## config.mk

```make
export PLATFORM = sky130hd
export DESIGN_NAME = clk_enable_nco
export DESIGN_NICKNAME = d
export VERILOG_FILES = /design/src/rtl/clk_enable_nco.sv
export SDC_FILE = /design/constraint.sdc
export NUM_CORES = 1
export LEC_CHECK = 0
export CAP_MARGIN = 30
export CORE_MARGIN = 1
export CORE_UTILIZATION = 52
export DETAILED_ROUTE_END_ITERATION = 10
export GPL_TIMING_DRIVEN = 0
export PLACE_DENSITY = 0.82
export SLEW_MARGIN = 20
export SYNTH_ARGS = -nofsm -noshare
export SYNTH_HDL_FRONTEND = slang
export SYNTH_SLANG_ARGS = --single-unit
```

## constraint.sdc

```tcl
create_clock -name clk_36MHz -period 8.5 [get_ports clk_36MHz]
set_input_delay 1.7 -clock clk_36MHz [delete_from_list [all_inputs] [get_ports clk_36MHz]]
set_output_delay 1.7 -clock clk_36MHz [all_outputs]
set_load 0.03 [all_outputs]
```

## src/rtl/clk_enable_nco.sv

```systemverilog
// Multi-channel NCO clock-enable generator: per-channel fractional-rate tick, square wave and lock status.
// Optional macro PHASE_ALIGN_EN adds an align input that restarts every accumulator phase at once.
module clk_enable_nco #(
    parameter int                   ACC_WIDTH   = 16,
    parameter int                   CHANNELS    = 2,
    parameter int                   LOCK_CYCLES = 1024,
    parameter logic [ACC_WIDTH-1:0] DEFAULT_INC = 16'h4000
) (
    input  logic                                              clk_36MHz,
    input  logic                                              reset,
    input  logic                                              wr_en,
    input  logic [((CHANNELS > 1) ? $clog2(CHANNELS) : 1)-1:0] wr_chan,
    input  logic [ACC_WIDTH-1:0]                              wr_inc,
`ifdef PHASE_ALIGN_EN
    input  logic                                              align,
`endif
    output logic [CHANNELS-1:0]                               tick,
    output logic [CHANNELS-1:0]                               clk_out,
    output logic [CHANNELS-1:0]                               locked
);

    localparam int CHAN_W = (CHANNELS > 1) ? $clog2(CHANNELS) : 1;
    localparam int LOCK_W = (LOCK_CYCLES > 1) ? $clog2(LOCK_CYCLES) : 1;
    localparam logic [LOCK_W-1:0] LOCK_LAST = LOCK_W'(LOCK_CYCLES - 1);

    logic [ACC_WIDTH-1:0] acc      [CHANNELS];
    logic [ACC_WIDTH-1:0] inc      [CHANNELS];
    logic [ACC_WIDTH:0]   sum      [CHANNELS];
    logic [LOCK_W-1:0]    lock_cnt [CHANNELS];
    logic [CHANNELS-1:0]  sel;
    logic                 align_hit;

    // Out-of-range channel numbers decode to no channel, so such writes vanish.
    always_comb begin
        sel = '0;
        for (int c = 0; c < CHANNELS; c++) begin
            sel[c] = wr_en && (wr_chan == CHAN_W'(c));
        end
    end

    always_comb begin
        for (int c = 0; c < CHANNELS; c++) begin
            sum[c] = {1'b0, acc[c]} + {1'b0, inc[c]};
        end
    end

    always_comb begin
        align_hit = 1'b0;
`ifdef PHASE_ALIGN_EN
        align_hit = align;
`endif
    end

    always_comb begin
        clk_out = '0;
        for (int c = 0; c < CHANNELS; c++) begin
            clk_out[c] = acc[c][ACC_WIDTH-1];
        end
    end

    always_ff @(posedge clk_36MHz or posedge reset) begin
        if (reset) begin
            tick   <= '0;
            locked <= '0;
            for (int c = 0; c < CHANNELS; c++) begin
                acc[c]      <= '0;
                inc[c]      <= DEFAULT_INC;
                lock_cnt[c] <= '0;
            end
        end else begin
            for (int c = 0; c < CHANNELS; c++) begin
                if (sel[c]) begin
                    // A write is a full phase restart, even when the value is unchanged.
                    inc[c]      <= wr_inc;
                    acc[c]      <= '0;
                    tick[c]     <= 1'b0;
                    locked[c]   <= 1'b0;
                    lock_cnt[c] <= '0;
                end else begin
                    if (align_hit) begin
                        acc[c]  <= '0;
                        tick[c] <= 1'b0;
                    end else begin
                        acc[c]  <= sum[c][ACC_WIDTH-1:0];
                        tick[c] <= sum[c][ACC_WIDTH];
                    end
                    // A stopped channel never counts toward lock; the counter holds once locked.
                    if ((inc[c] != '0) && !locked[c]) begin
                        if (lock_cnt[c] == LOCK_LAST) begin
                            locked[c] <= 1'b1;
                        end else begin
                            lock_cnt[c] <= lock_cnt[c] + 1'b1;
                        end
                    end
                end
            end
        end
    end

endmodule

```

; Word level (Yosys, flattened, before mapping)
; Index checks and enable logic that the tools add are counted.
[word_totals]
ramBits = 0
mem_count = 0
input_bits = 20
romBits = 0
elab_cells = 50
latch_bits = 0
regBits = 88
[op_classes]
eq_ne = 4
addsub = 4
bitwise = 1
n_lt_le_gt_ge = 0
n_mul = 0
muxes = 16
shifts = 0
div = 0
reduce_logical = 16
[op_table]
columns = operator, n
row1 = two-way mux 10 bit, 6
row2 = adder 16 x 16 -> 17 bit, 2
row3 = two-way mux 16 bit, 2
row4 = nonzero test 16 bit, 2
row5 = "adder 10 x 1 -> 10 bit, second input constant", 2
row6 = "equality test 10 bit, second input constant", 2
row7 = two-way mux 1 bit, 8
row8 = AND reduction 2 bit, 4
row9 = nonzero test 2 bit, 4
row10 = logical AND 1 bit, 4
row11 = "!= test 2 bit, second input constant", 2
row12 = logical NOT 1 bit, 2
row13 = NOT 1 bit, 1

; Depth between registers and ports, before layout
[logic_depth]
word_depth = 4
mapped_depth = 10

; Least setup slack after synthesis
; Ideal clock, no wire load.
[synth_timing]
path_type = input -> register
from = input port wr_chan
to = register inc[1] (netlist bit)
stages = 4
setup_time_ps = 134
setup_slack_ps = 6019
path_buffers = 2
t_arrival_ps = 2347
required_time_ps = 8366
cell_sequence = and2_1 clkbuf_1 clkbuf_1 o21ai_0
[synth_via]
elab_chain_cells = 1
[synth_lines]
columns = element, line_no
row1 = "start, declared", 12  ; input logic [((CHANNELS > 1) ? $clog2(CHANNELS) : 1)-1:0] wr_chan,
row2 = logical AND 1 bit, 37  ; sel[c] = wr_en && (wr_chan == CHAN_W'(c));
row3 = "end signal, assigned by index", 74  ; inc[c] <= wr_inc;
row4 = "end, declared", 27  ; logic [ACC_WIDTH-1:0] inc [CHANNELS];
; No other way between the ends.
; A chain may end at the register's enable or synchronous reset.

; Final worst setup path
[layout_timing]
from = register acc (netlist bit clk_out[0])
to = output port clk_out[0]
[layout_lines]
columns = element, line_no
row1 = "start, declared", 26  ; logic [ACC_WIDTH-1:0] acc [CHANNELS];
row2 = "start signal, assigned by index", 84  ; acc[c] <= sum[c][ACC_WIDTH-1:0];
row3 = "end, declared", 18  ; output logic [CHANNELS-1:0] clk_out,
; No word-level cell between the ends.

==> results.sh <==
export IMPL_status="finished, violations left"
export IMPL_violations="design-rule violations"
export IMPL_cp_depth=2
export IMPL_synthArstFlopShare_pct=100.0
export IMPL_yosysMostFrequentCell="nand2_1"
export IMPL_cts_tree="built"
export IMPL_reg2reg_depth=10
export IMPL_postCtsSetupBuffers=0
export IMPL_setup_tns_ns=0
export IMPL_clock_skew_ns=0.01409
export IMPL_met2_usage_pct=38.35
export IMPL_die_h_um=97.66
export IMPL_die_area_sq_um=9537
export IMPL_synth_top_family_by_area="simple AND/OR/NAND/NOR gates"
export IMPL_path_class="reg2out"
export IMPL_clk_pin_slew_ns=0.09
export IMPL_busiest_layer="met2"
export IMPL_r2r_start="inc[16]"
export IMPL_core_sq_um=8806
export IMPL_drtIter0Drc=217
export IMPL_met3_usage_pct=2.662
export IMPL_synth_compound_area_share_pct=12.25
export IMPL_netlist_area_sq_um=4758
export IMPL_cpMaxStageDelayCell="clkdlybuf4s50_1"
export IMPL_syn_to_final_growth_pct=12.96
export IMPL_fp_dieW_um=97.66
export IMPL_grt_total_usage_pct=22.95
export IMPL_final_hold_worst_slack_ns=0.4922
export IMPL_min_from="inc[14]"
export IMPL_vias=3756
export IMPL_clock_fmax_mhz=314.3
export IMPL_ir_drop_uv=169.8
export IMPL_vias_per_cell=5.734
export IMPL_cts_root_buf="clkbuf_8"
export IMPL_gr_total_overflow=0
export IMPL_drt_wl_total_um=10270
export IMPL_crit_path_max_fanout=2
export IMPL_rsz0062_at_grt="false"
export IMPL_grt_pass1_wl_um=17240
export IMPL_cellPowerDensity_nw_per_um2=296.8
export IMPL_critPathTopFamily="buffers and inverters"
export IMPL_synthMuxAreaShare_pct=0.4207
export IMPL_num_rows=34
export IMPL_period_needed_ns=3.182
export IMPL_hold_depth=2
export IMPL_relSlewSlack_pct=57.15
export IMPL_yosysSeqAreaShare_pct=46.33
export IMPL_pin_count=26
export IMPL_p_leak_uw=0.002581
export IMPL_clock_path_buffers=2
export IMPL_grtUsageMet1_pct=30.34
export IMPL_r2r_end="tick[0]"
export IMPL_clk_latency_ns=0.36
export IMPL_slew_violations=0
export IMPL_first_pass_iters=7
export IMPL_synthTopCellsByArea="dfrtp_1, ha_1, nand2_1"
export IMPL_io_buffers=25
export IMPL_syn_mean_instance_area_sq_um=9.422
export IMPL_post_place_ws_ns=5.128
export IMPL_wl_per_cell_um=15.68
export IMPL_hold_end="inc[14]"
export IMPL_maxCapViolCount=0
export IMPL_grt_pass1_vias=3746
export IMPL_yosysUniqueCellTypes=50
export IMPL_nets=598
export IMPL_ys_seq_elements=88
export IMPL_finalCritPeriodShare_pct=37.43
export IMPL_synth_edff_count=0
export IMPL_crit_required_ns=6.80
export IMPL_final_layout_size_suffix_gt1_share_pct=5.484
export IMPL_place_area_sq_um=5174
export IMPL_antenna_cells=0
export IMPL_synth_simple_gate_area_share_pct=22.82
export IMPL_slowest_delay_ns=0.66
export IMPL_synth_adder_area_share_pct=9.782
export IMPL_synth_top_area_share_pct=45.23
export IMPL_dp_hpwl_um=7465
export IMPL_setup_viol=0
export IMPL_finalWeightedCongestion=0.9168
export IMPL_worstMarginPinSlew_ns=0.6369
export IMPL_holdBufCountCts=0
export IMPL_fin_util_pct=61.04
export IMPL_drc_errors=2
export IMPL_yosysTopAreaCell="dfrtp_1"
export IMPL_ys_top_cells_by_count="nand2_1, dfrtp_1, nor2_1"
export IMPL_syn_nets=561
export IMPL_dominantRegCellSynth="dfrtp_1"
export IMPL_endpoint_kind="output pin"
export IMPL_finalHoldViolations=0
export IMPL_final_antenna_net_count=0
export IMPL_ctsResizeCount=0
export IMPL_rrSetupSlack_ns=5.88
export IMPL_min_path_type="reg2reg"
export IMPL_cp_num_buf_inv=2
export IMPL_final_area_sq_um=5375
export IMPL_worstSetupStartpointType="flop"
export IMPL_worst_endpoint_arrival_ns=1.48
export IMPL_initial_core_util_pct=54.04
export IMPL_finalWorstSetupSlack_ns=5.318
export IMPL_path_cells="buf_4 -> clkdlybuf4s50_1"
export IMPL_numCtsBuffers=9
export IMPL_antenna_found_initial=0
export IMPL_cts_max_level=3
export IMPL_cts_sinks=88
export IMPL_grt_max_degree=53
export IMPL_synthXorXnorAreaFrac_pct=6.258
export IMPL_yosysWarningCount=0
export IMPL_syn_inst=505
[state kept, by name (all words and copies together), names as in the netlist]
| name | flops |
|---|---|
| acc | 30 |
| clk_out | 2 |
| inc | 32 |
| lock_cnt | 20 |
| locked | 2 |
| tick | 2 |
[per-layer routing]
layer	wire [um]	vias up
li1	-	1828
met1	4583	1808
met2	4991	105
met3	511	15
met4	184	0
met5	0	-
[per-stage QoR]
stage,instances,total power (uW)
2_1_floorplan,505,1130
3_3_place_gp,638,1245
3_5_place_dp,639,1290
4_1_cts,655,1597
5_1_grt,655,1709
6_report,655,1595
[worst max-delay path by stage]
stage            endpoint  startpoint
3_3_place_gp   clk_out[0]       reset
4_1_cts        clk_out[0]  clk_out[0]
2_1_floorplan      acc[0]       reset
3_5_place_dp       inc[1]       wr_en
5_1_grt        clk_out[0]  clk_out[0]
6_report       clk_out[0]  clk_out[0]
[logic make-up after synthesis]
logic type,after synthesis
AO/OA/AOI/OAI,84
XOR/XNOR,34
buffers and inverters,25
multiplexers,2
adder cells (fa/ha/maj),36
flip-flops,88
AND/OR/NAND/NOR,236
[cell type report]
class / instances / area [sq um]
fillers: 706 / 3431
multi-input cells: 392 / 2452
flip-flops and latches: 88 / 2205
repair buffers: 26 / 277.8
clock buffers: 13 / 158.9
well taps: 108 / 135.1
plain buffers: 14 / 60.06
inverters: 11 / 43.79
clock inverters: 3 / 42.54
[cell usage in the layout, fill, tap and decap left out, types with 3 or more instances in the layout]
cell,count
nor3_1,8
inv_1,10
a21oi_1,17
nor2b_1,9
nor4_1,9
and3_1,7
xor2_1,19
a21o_1,10
nand3_1,7
or3_1,4
clkbuf_1,14
o21ai_0,20
nor2_1,51
ha_1,34
nand4_1,12
clkbuf_8,11
clkdlybuf4s50_1,25
o21bai_1,3
nand2b_1,7
a31oi_1,3
and2_1,5
xnor2_1,15
a211oi_1,8
nand2_1,108
dfrtp_1,86
o21a_1,4
and4_1,4
[worst reg2reg max path: stages, from the launching register on]
cell and delay, ns:
dfrtp_1 0.39, ha_1 0.21, inv_1 0.07, fa_1 0.39, nor2b_1 0.23, o2111ai_1 0.16
and3_1 0.22, o21ai_0 0.39, a211oi_1 0.17, o21ai_0 0.19, o211a_1 0.16
[where the power goes]
| group | internal [uW] | leakage (uW) | switching [uW] | total, uW |
|---|---|---|---|---|
| logic | 308 | 0.00137 | 385 | 693 |
| registers | 532 | 0.00111 | 68.4 | 601 |
| clock network | 152 | 0.0000996 | 150 | 302 |
Note: power is estimated with default switching activity, not from simulation.
